## src/rtl/instruction_fetch.sv

```systemverilog
// Instruction fetch stage: owns the PC, issues in-order imem reads under a credit limit,
// and buffers returned words with their PC for decode. Redirects flush and discard in-flight reads.
module instruction_fetch #(
  parameter int                ADDR_W   = 16,
  parameter logic [ADDR_W-1:0] RESET_PC = '0,
  parameter int                PC_INC   = 4,
  parameter int                DEPTH    = 2
) (
  input  logic              clk,
  input  logic              rst_n,
  output logic              imem_req,
  output logic [ADDR_W-1:0] imem_addr,
  input  logic              imem_gnt,
  input  logic              imem_rvalid,
  input  logic [31:0]       imem_rdata,
  input  logic              redirect,
  input  logic [ADDR_W-1:0] redirect_pc,
  output logic              instr_valid,
  input  logic              instr_ready,
  output logic [31:0]       instruction,
  output logic [ADDR_W-1:0] instr_pc
);
  localparam int PW = (DEPTH > 1) ? $clog2(DEPTH) : 1;
  localparam int CW = $clog2(DEPTH + 1);

  typedef enum logic [1:0] {BOOT, RUN, FLUSH} state_e;

  state_e                        state_q, state_d;
  logic [ADDR_W-1:0]             pc_q, pc_d;
  logic [CW-1:0]                 outst_q, outst_d;
  logic [CW-1:0]                 disc_q, disc_d;
  logic [CW-1:0]                 count_q, count_d;
  logic [PW-1:0]                 wr_q, wr_d;
  logic [PW-1:0]                 rd_q, rd_d;
  logic [DEPTH-1:0][31:0]        bi_q, bi_d;
  logic [DEPTH-1:0][ADDR_W-1:0]  bp_q, bp_d;

  logic              grant, rsp, push, pop;
  logic [CW:0]       credits;
  logic [ADDR_W-1:0] head_pc;

  assign instr_valid = (count_q != '0);
  assign pop         = instr_valid & instr_ready;
  assign rsp         = imem_rvalid & (outst_q != '0);
  assign push        = rsp & (disc_q == '0) & ~redirect;

  // A pop this cycle frees a slot, which keeps 1 instr/cycle streaming with DEPTH=2.
  assign credits   = {1'b0, outst_q} + {1'b0, count_q} - (CW+1)'(pop);
  assign imem_req  = (state_q == RUN) & ~redirect & (credits < (CW+1)'(DEPTH));
  assign imem_addr = pc_q;
  assign grant     = imem_req & imem_gnt;

  // Grants are sequential from pc, and every outstanding read in RUN post-dates the
  // last redirect, so the oldest pending PC is pc minus the outstanding span.
  assign head_pc = pc_q - ADDR_W'(outst_q) * ADDR_W'(PC_INC);

  assign instruction = instr_valid ? bi_q[rd_q] : '0;
  assign instr_pc    = instr_valid ? bp_q[rd_q] : '0;

  always_comb begin
    state_d = state_q;
    pc_d    = pc_q;
    disc_d  = disc_q;
    wr_d    = wr_q;
    rd_d    = rd_q;
    bi_d    = bi_q;
    bp_d    = bp_q;
    outst_d = outst_q + CW'(grant) - CW'(rsp);
    count_d = count_q + CW'(push) - CW'(pop);

    if (grant) pc_d = pc_q + ADDR_W'(PC_INC);
    if (push) begin
      bi_d[wr_q] = imem_rdata;
      bp_d[wr_q] = head_pc;
      wr_d       = wr_q + PW'(1);
    end
    if (pop) rd_d = rd_q + PW'(1);
    if (rsp && disc_q != '0) disc_d = disc_q - CW'(1);

    case (state_q)
      BOOT:    state_d = RUN;
      RUN:     state_d = RUN;
      FLUSH:   if (disc_d == '0) state_d = RUN;
      default: state_d = BOOT;
    endcase

    // Everything still in flight after this cycle belongs to the old stream.
    if (redirect) begin
      pc_d    = redirect_pc;
      count_d = '0;
      wr_d    = '0;
      rd_d    = '0;
      disc_d  = outst_d;
      state_d = (outst_d != '0) ? FLUSH : RUN;
    end
  end

  always_ff @(posedge clk or negedge rst_n) begin
    if (!rst_n) begin
      state_q <= BOOT;
      pc_q    <= RESET_PC;
      outst_q <= '0;
      disc_q  <= '0;
      count_q <= '0;
      wr_q    <= '0;
      rd_q    <= '0;
      bi_q    <= '0;
      bp_q    <= '0;
    end else begin
      state_q <= state_d;
      pc_q    <= pc_d;
      outst_q <= outst_d;
      disc_q  <= disc_d;
      count_q <= count_d;
      wr_q    <= wr_d;
      rd_q    <= rd_d;
      bi_q    <= bi_d;
      bp_q    <= bp_d;
    end
  end
endmodule

```

## config.mk

```make
export PLATFORM = sky130hd
export DESIGN_NAME = instruction_fetch
export DESIGN_NICKNAME = d
export VERILOG_FILES = /design/src/rtl/instruction_fetch.sv
export SDC_FILE = /design/constraint.sdc
export NUM_CORES = 1
export LEC_CHECK = 0
export CAP_MARGIN = 40
export CORE_AREA = 2 2 118 120
export CTS_CLUSTER_DIAMETER = 150
export DETAILED_ROUTE_END_ITERATION = 10
export DIE_AREA = 0 0 120 122
export MAX_ROUTING_LAYER = met4
export PLACE_DENSITY_LB_ADDON = 0.1
export SLEW_MARGIN = 30
export SYNTH_ARGS = -nofsm -noshare
export SYNTH_HDL_FRONTEND = slang
export SYNTH_SLANG_ARGS = --single-unit
```

## constraint.sdc

```tcl
create_clock -name clk -period 3 [get_ports clk]
set_clock_uncertainty 0.05 [all_clocks]
set_input_delay 0.6 -clock clk [delete_from_list [all_inputs] [get_ports clk]]
set_output_delay 0.6 -clock clk [all_outputs]
set_load 0.1 [all_outputs]
```

# Word-level counts from Yosys, hierarchy flattened
# Cells that the tools add are included.
[word_totals]
wordCells = 75
out_inout_bits = 66
regBits = 122
inputBits = 54
[op_classes]
magnitude_cmp = 4
muxes = 25
add_sub_neg = 11
n_reduce_logical = 13
eq_ne = 3
n_bitwise = 8
[op_table]
columns = ["cell", "count"]
rows = [
  ["two-way mux 32 bit", 4],
  ["two-way mux 16 bit", 6],
  ["bitwise mux 64 bit", 1],
  ["bitwise mux 32 bit", 1],
  ["demux 32 bit (select 1 bit)", 1],
  ["adder 16 x 3 -> 16 bit, second input constant", 1],
  ["demux 16 bit (select 1 bit)", 1],
  ["subtractor 16 x 4 -> 16 bit", 1],
  ["nonzero test 2 bit", 7],
  ["two-way mux 2 bit", 6],
  ["bitwise AND 1 bit", 7],
  ["zero test 2 bit", 3],
  ["adder 2 x 1 -> 2 bit", 2],
  ["less-than comparator 1 x 2 -> 1 bit, second input constant", 2],
  ["two-way mux 1 bit", 4],
  ["case mux 2 bit (2 select lines)", 1],
  ["subtractor 2 x 1 -> 2 bit", 2],
  ["adder 2 x 2 -> 3 bit", 1],
  ["less-than comparator 3 x 2 -> 1 bit, second input constant", 1],
  ["inequality test 3 bit, second input constant", 1],
  ["subtractor 3 x 1 -> 3 bit", 1],
  ["adder 1 bit, second input constant", 2],
  ["equality test 2 x 1 -> 1 bit, second input constant", 1],
  ["equality test 2 bit, second input constant", 1],
  ["other kinds (5)", 6],
]

# Logic depth before layout (Yosys ltp)
# Gate-level depths: netlist (run 1).
[logic_depth]
word_depth = 11
mapped_depth = 15
mapped_depth_nobuf = 14

# Worst setup path after synthesis (run 1)
# No wires, ideal clock.
[synth_path]
kind = "input to output"
startpoint = "input port instr_ready"
endpoint = "output port imem_req"
t_arrival_ps = 2819
path_stages = 6
t_required_ps = 2350
path_slack_ps = -469
n_path_buf = 0
path_cell_list = "nand2_1 -> nor2_1 -> o21ai_0 -> fa_1 -> nand4bb_1 -> nor2_1"
[synth_between]
elab_chain_len = 4
[synth_lines]
columns = ["item", "line_no", "text"]
rows = [
  ["from (decl)", "19", "input logic instr_ready,"],
  ["bitwise AND 1 bit", "43", "assign pop = instr_valid & instr_ready;"],
  ["subtractor 3 x 1 -> 3 bit", "48", "assign credits = {1'b0, outst_q} + {1'b0, count_q} - (CW+1)'(pop);"],
  ["less-than comparator 3 x 2 -> 1 bit", "49", "assign imem_req = (state_q == RUN) & ~redirect & (credits < (CW+1)'(DEPTH));"],
  ["bitwise AND 1 bit", "49", ""],
  ["to (decl)", "11", "output logic imem_req,"],
]
# No other way between the ends.

# Worst setup path after layout (run 1)
[layout_path]
startpoint = "register count_q[1]"
endpoint = "register state_q[0]"
[layout_between]
elab_chain_len = 11
elab_cells_between_ends = 12
cone_classes = "4 x add/sub; 1 x order compare; 2 x mux; 3 x bitwise; 2 x reduce/logical"
[layout_lines]
columns = ["item", "line_no", "text"]
rows = [
  ["from (decl)", "32", "logic [CW-1:0] count_q, count_d;"],
  ["from (signal assigned)", "114", "count_q <= count_d;"],
  ["branches (longest 2 deep; another with adder 2 x 2 -> 3 bit)", "n/a", ""],
  ["subtractor 3 x 1 -> 3 bit *", "48", ""],
  ["less-than comparator 3 x 2 -> 1 bit *", "49", ""],
  ["bitwise AND 1 bit *", "49", ""],
  ["bitwise AND 1 bit *", "51", "assign grant = imem_req & imem_gnt;"],
  ["adder 2 x 1 -> 2 bit *", "68", "outst_d = outst_q + CW'(grant) - CW'(rsp);"],
  ["subtractor 2 x 1 -> 2 bit *", "68", ""],
  ["net outst_d[1]", "30", "logic [CW-1:0] outst_q, outst_d;"],
  ["nonzero test 2 bit *", "94", "state_d = (outst_d != '0) ? FLUSH : RUN;"],
  ["two-way mux 2 bit *", "94", ""],
  ["two-way mux 2 bit *", "88", "if (redirect) begin"],
  ["to (signal assigned)", "110", "state_q <= state_d;"],
  ["to (decl)", "28", "state_e state_q, state_d;"],
]
# Mark *: on every way through the listed nets, which the timed path passes.
# A chain may end at the register's enable or synchronous reset.

==> results of run 1 <==
## logic make-up after synthesis
logic type               synth area share, %
adder cells (fa/ha/maj)                 2.47
XOR/XNOR                                3.65
multiplexers                            15.1
AO/OA/AOI/OAI                           5.82
AND/OR/NAND/NOR                         19.4
buffers and inverters                   4.14
flip-flops                              49.5
## what timing repair did
action | 4_1_cts | 5_1_grt
cloned | 0 | 0
buffers inserted | 1 | 0
pin swaps | 2 | 1
endpoints found under the setup margin | 6 | 4
gates resized for setup | 4 | 5
## Yosys cell counts (2+ instances only)
cell,instances
nand2_1,137
dfrtp_1,122
nor2_1,80
mux2i_1,50
mux2_2,35
clkbuf_1,21
o21ai_0,20
xnor2_1,17
buf_2,15
inv_1,12
a21oi_1,11
ha_1,9
nand4_1,7
a31oi_1,6
nand3_1,6
nor4_1,6
xor2_1,6
nor2b_1,5
buf_4,4
o21ai_1,4
a311oi_1,3
and2_1,3
and3_1,3
mux2_1,3
nor3_1,3
nor3_2,3
or3_1,3
a22oi_1,2
and3b_1,2
buf_1,2
fa_1,2
nand2b_1,2
o211a_1,2
o41ai_1,2
## per-layer routing
layer	global-route usage (%)	up-vias	wire length [um]
li1	-	2377	-
met1	27.6	2429	6540
met2	35.5	151	7420
met3	4.59	21	665
met4	8.68	0	234
met5	-	-	0
## report_power, final
| part | internal [W] | leakage (nW) | switching, W |
|---|---|---|---|
| registers | 0.00233 | 1.55 | 0.000470 |
| clock network | 0.00136 | 0.293 | 0.000680 |
| logic | 0.00166 | 2.02 | 0.00259 |
## per-stage QoR
step                      setup TNS, ns  utilization, %  area [um2]  worst slack (ns)  instances
after floorplan                       0               -        6210           0.00879        630
final                                 0            63.8        8610            0.0885        948
after global placement            -3.35            59.1        7990            -0.463        917
after global routing            -0.0429            63.8        8610           -0.0429        948
after detailed placement          -4.42            59.1        7990            -0.536        917
after CTS                             0            63.6        8590            0.0478        948
## worst min-delay path by stage
stage | end | depth (start not counted) | slack (ns) | startpoint
floorplan | bi_q[0] | 0 | 0.25 | rst_n
global placement | bi_q[25] | 2 | 0.41 | bi_q[25]
detailed placement | bi_q[26] | 2 | 0.41 | bi_q[26]
CTS | bi_q[55] | 1 | 0.21 | rst_n
global route | bi_q[55] | 1 | 0.23 | rst_n
finish | bi_q[55] | 1 | 0.19 | rst_n
## area by class of cell
class	count	area (um2)	area share, %
Sequential cell	122	3050	35.5
Clock inverter	8	118	1.37
Timing Repair Buffer	150	1750	20.3
Tap cell	180	225	2.62
Inverter	14	55.1	0.639
Multi-Input combinational cell	451	2940	34.1
Clock buffer	23	478	5.55
## registers in the layout (all words and copies together) (netlist names)
register / count
imem_addr: 16
state_q: 2
count_q: 2
outst_q: 2
bp_q: 32
bi_q: 64
disc_q: 2
wr_q: 1
rd_q: 1
## layout by cell type (no fill, tap or decap), types with 7 or more instances in the layout
cell,instances
buf_4,58
clkdlybuf4s50_1,51
xnor2_1,16
nand4_1,7
mux2i_1,50
dfrtp_1,121
clkbuf_16,17
a21oi_1,11
ha_1,7
nor2_1,77
nand2_1,136
buf_12,39
o21ai_0,18
mux2_2,35
inv_1,10
==> impl_results.md, run 1 <==
- Outcome: completed
- Crit start category: flip-flop
- Largest net degree at the start of global routing: 55
- Clk pin slew, worst setup/hold paths: 0.05 ns
- Cell depth of the worst setup path: 15
- DRC violations left: 0
- Die W: 120 um
- Slowest library cell on the worst path: fa_2
- Core Area: 0.0135 mm2
- Vias in the first global route: 5003
- PD cells: 1050 mW/mm2
- Num rows: 43
- Longest Clk Path Bufs: 2
- Final nets: 821
- CTS tree: built
- Synth top area share: 49.5%
- Dpl hpwl: 10300 um
- Mapped Area: 0.00617 mm2
- Minimum clock period: 2.91 ns
- Slew @ Worst Pin: 0.728 ns
- GPL Wtd Cong: 0.909
- Peak supply drop: 437 uV
- Total Power: 0.00908 W
- Worst Reg-to-Reg Cells: 15
- Syn_area_per_cell: 9.79 um2
- Unrepaired setup endpoints after global routing: true
- Dominant synthesized flop cell: dfrtp_1
- Gate Count Post-Synth: 630
- Routed wire length: 14900 um
- Post-synth EDFFs: 0
- Final hold slack: 0.189 ns
- Synth top area cells: dfrtp_1 (49%), nand2_1 (8.3%), mux2i_1 (8.1%)
- Slew margin rel.: 51.5%
- Worst setup EP type: flip-flop
- Worst r2r src: count_q[1]
- Worst-skew pair later-pin latency: 0.41 ns
- Count of input and output buffers: 119
- Critical Path AT: 3.19 ns
- ANT nets after route: 0
- Root Driver: clkbuf_16
- Clock sinks: 122
- P&R area growth vs syn: 39.6%
- Kind of critical path: flip-flop to flip-flop
- Overflow after GRT: 0
- Family with the most delay on the worst path: adder cells
- First-pass GRT wire length: 24600 um
- CP Capture Point: state_q[0]
- Reg2Reg Setup Slack: 0.09 ns
- I/O pins: 120
- Total track usage: 22.1%
- Async set or reset register ratio after synthesis: 100%
- Crit path from: count_q[1]
- Hold buffer count at cts: 0
- Final setup fails: 0
- Share of cells above drive strength 1: 24.1%
- Hold Vio Cnt, Final: 0
- Synth warn: 0
- Leak pwr: 3.86 nW
- Cell variety after synth: 56
- Min-Delay Path Class: input pin to asynchronous set/reset pin
- Syn Nets: 695
- DR pass1 iterations: 4
- Fillcell total: 1094
- Routed wire per std cell: 15.7 um
- Data required, critical path: 3.28 ns
- Via Count: 4978
- CP max stage delay: 0.60 ns
- Register bit total from synthesis: 122
- Initial antenna violation count: 0
- Crit path cell chain: buf_6 -> nand2_2 -> nor2_2 -> buf_4 -> fa_2 -> and3b_1 -> and3_4 -> inv_4 -> ha_4 -> inv_2 -> ha_4 -> xor3_1 -> o21ai_2 -> o41ai_2 -> a31oi_1
- Final Cycle Share: 97.1%
- Largest area contributor in the netlist: dfrtp_1
- Critical Path Fanout Max: 3
- Cell mode on critical path: ha_4
- Final max-slew violation count: 0
- # diodes: 0
- Total CTS buffers: 17
- Die ar.: 0.0146 mm2
- Max-Cap Viols: 0
- Chip Height: 122 um
- Fmax: 0.343 GHz
- Starting Density: 45.7%
- Htree depth: 4
- Seq/Total Area, Yosys: 49.5%
- Via density per instance: 5.25
- Worst reg2reg path endpoint: state_q[0]
- CP bufs+invs: 4
- DRT iter0 DRCs: 288
No activity file was read; power rests on OpenSTA's default activity.
==> inputs of run 2 (changes only) <==
--- a/config.mk
+++ b/config.mk
@@ -7,8 +7,8 @@
 export LEC_CHECK = 0
 export CAP_MARGIN = 40
-export CORE_AREA = 2 2 118 120
+export CORE_AREA = 2 2 85 168
 export CTS_CLUSTER_DIAMETER = 150
 export DETAILED_ROUTE_END_ITERATION = 10
-export DIE_AREA = 0 0 120 122
+export DIE_AREA = 0 0 87 170
 export MAX_ROUTING_LAYER = met4
 export PLACE_DENSITY_LB_ADDON = 0.1
==> constraint.sdc (replaced) <==
create_clock -name clk -period 3 [get_ports clk]
set_clock_uncertainty 0.05 [all_clocks]
set_input_delay 0.9 -clock clk [delete_from_list [all_inputs] [get_ports clk]]
set_output_delay 0.9 -clock clk [all_outputs]
set_load 0.1 [all_outputs]
==> impl_results.md, run 2 (synthesis gave the netlist of run 1 again) <==
- Placed insts: 892 (-2.7%)
- Final nets: 828 (+0.85%)
- Met2 Usage GRT: 40.5% (+5.0 points)
- Via Count: 4962 (-0.32%)
- Slew margin rel.: 61.7% (+10 points)
- Die ar.: 0.0148 mm2 (+1.0%)
- Largest reg by FF count: bi_q
- Via density per instance: 5.33 (+1.5%)
- Most common cell after layout, fill and taps aside: nand2_1
- First-pass GRT wire length: 25200 um (+2.3%)
- Hold buffer count at cts: 0 (unchanged)
- Data required, critical path: 2.05 ns (-1.23 ns)
- Finished Layout Cells: 931 (-1.8%)
- Final Cycle Share: 108% (+11 points)
- GPL Wtd Cong: 0.807 (-11%)
- Overflow after GRT: 0 (unchanged)
- Largest net degree at the start of global routing: 61 (+11%)
- Kind of critical path: input pin to output port
- Leak pwr: 3.94 nW (+2.1%)
- Final max-slew violation count: 0 (unchanged)
- Worst-skew pair later-pin latency: 0.41 ns (about the same)
- Longest Clk Path Bufs: 2 (unchanged)
- I/O pins: 120 (unchanged)
- Routed wire per std cell: 16.6 um (+6.2%)
- Final setup margin: -0.249 ns (-0.337 ns)
- Min-Delay Path Class: flip-flop to flip-flop
- Num rows: 60 (+40%)
- Critical Path Fanout Max: 3 (unchanged)
- Initial antenna violation count: 0 (unchanged)
- Critical Path AT: 2.30 ns (-0.89 ns)
- Share of cells above drive strength 1: 28.1% (+4.0 points)
- # diodes: 0 (unchanged)
- Dpl hpwl: 10900 um (+6.1%)
- Final setup fails: 5 (+5)
- Routed wire length: 15500 um (+4.3%)
- DRT iter0 DRCs: 175 (-39%)
- Core Area: 0.0134 mm2 (-0.49%)
- Outcome: complete, but fails checks
- Most frequent cells in the layout: nand2_1 (135), dfrtp_1 (121), nor2_1 (57), buf_12 (56), clkdlybuf4s50_1 (51)
- PD cells: 1050 mW/mm2 (about the same)
- Minimum clock period: 3.25 ns (+0.337 ns)
- Count of input and output buffers: 119 (unchanged)
- DRC violations left: 0 (unchanged)
- Max reg flops: 64 (unchanged)
- Vias in the first global route: 5153 (+3.0%)
- P&R area growth vs syn: 45.2%
- Routing usage on met1: 24.1% (-3.5 points)
- Fillcell total: 1052 (-3.8%)
- Hold Vio Cnt, Final: 0 (unchanged)
- Met3 usage in global routing: 3.49% (-1.1 points)
- Max-Cap Viols: 0 (unchanged)
- CTS tree: built
- Violated checks: negative setup slack
- Die W: 87 um (-28%)
- Post-Route Setup TNS: -0.375 ns (-0.375 ns)
- Root Driver: clkbuf_16
- Starting Density: 45.9% (+0.23 points)
- Grt peak-use layer: met2
- Clock sinks: 122 (unchanged)
- Unrepaired setup endpoints after global routing: true
- Total CTS buffers: 17 (unchanged)
- ANT nets after route: 0 (unchanged)
- Slew @ Worst Pin: 0.575 ns (-0.153 ns)
- Worst setup EP type: output port
- Clk pin slew, worst setup/hold paths: 0.05 ns (about the same)
- DR pass1 iterations: 5 (+1)
- Htree depth: 4 (unchanged)
- Peak supply drop: 712 uV (+63%)
- Total track usage: 22.5% (+0.38 points)
- Chip Height: 170 um (+39%)
- Fmax: 0.308 GHz (-10%)
- Total Power: 0.00944 W (+3.9%)
- Crit start category: input pin
[run 2: cell types whose count changed in the layout (fill, tap and decap cells not counted), moves of 2 or more]
cell        before  now
buf_4           58   47
clkinv_4         0    6
nor2_1          77   57
nor2_4           1    3
clkinvlp_4       1    4
clkinv_2         4    0
nor2_2           2   20
clkbuf_8         3    0
buf_12          39   56
[run 2: worst max-delay path: stages]
cell       delay [ns]
buf_8            0.10
nand2_4          0.05
nor2_4           0.03
buf_6            0.11
fa_1             0.52
nand4bb_1        0.21
nor2_4           0.17
buf_12           0.18
[run 2: report_power, final]
group          total (W)  internal (W)  switching, W
clock network    0.00207       0.00131      0.000754
registers        0.00275       0.00233      0.000423
logic            0.00462       0.00184       0.00278
total            0.00944       0.00548       0.00396
[run 2: path summary, 6_finish.rpt]
kind / startpoint / end / slack (ns) / cells after the start
min reg2reg: bi_q[0] / bi_q[0] / 0.42 / 2
min in group asynchronous: rst_n / bi_q[49] / 0.43 / 1
max: instr_ready / imem_req / -0.25 / 8
max reg2reg: count_q[1] / state_q[0] / -0.07 / 17
min: bi_q[0] / bi_q[0] / 0.42 / 2
max in group asynchronous: rst_n / bp_q[6] / 1.80 / 2
[run 2: layer usage]
metal	vias up	share of wire [%]	routed length, um
met3	29	3.3	516
met2	122	57	8770
met5	-	0	0
li1	2378	-	-
met1	2433	38	5810
met4	0	2.5	388
[run 2: final cells by class]
class | instances | area [um2] | share of cell area, %
clock buffers | 19 | 433 | 4.83
clock inverters | 13 | 173 | 1.93
inverters | 14 | 57.6 | 0.643
multi-input cells | 451 | 3020 | 33.7
flip-flops and latches | 122 | 3050 | 34.1
well taps | 155 | 194 | 2.17
repair buffers | 157 | 2020 | 22.6
[run 2: repair_timing]
| item | 4_1_cts | 5_1_grt |
|---|---|---|
| pin swaps | 6 | 5 |
| resized for setup | 11 | 7 |
| endpoints found under the setup margin | 12 | 5 |
| setup buffers | 3 | 4 |
[run 2: metrics by stage]
step	cell area, um2	util (%)	hold WS, ns	worst slack, ns
2_1_floorplan	6280	-	0.395	-0.258
3_3_place_gp	8240	61.3	0.406	-0.791
3_5_place_dp	8240	61.3	0.411	-0.887
4_1_cts	8890	66.2	0.425	-0.292
5_1_grt	8950	66.6	0.448	-0.300
6_report	8950	66.6	0.420	-0.249
==> inputs of run 3 (changes only) <==
Settings changed: CAP_MARGIN 40 to 20.
==> results of run 3 <==
Final layout, timing and power as in run 2 (identical DEF).
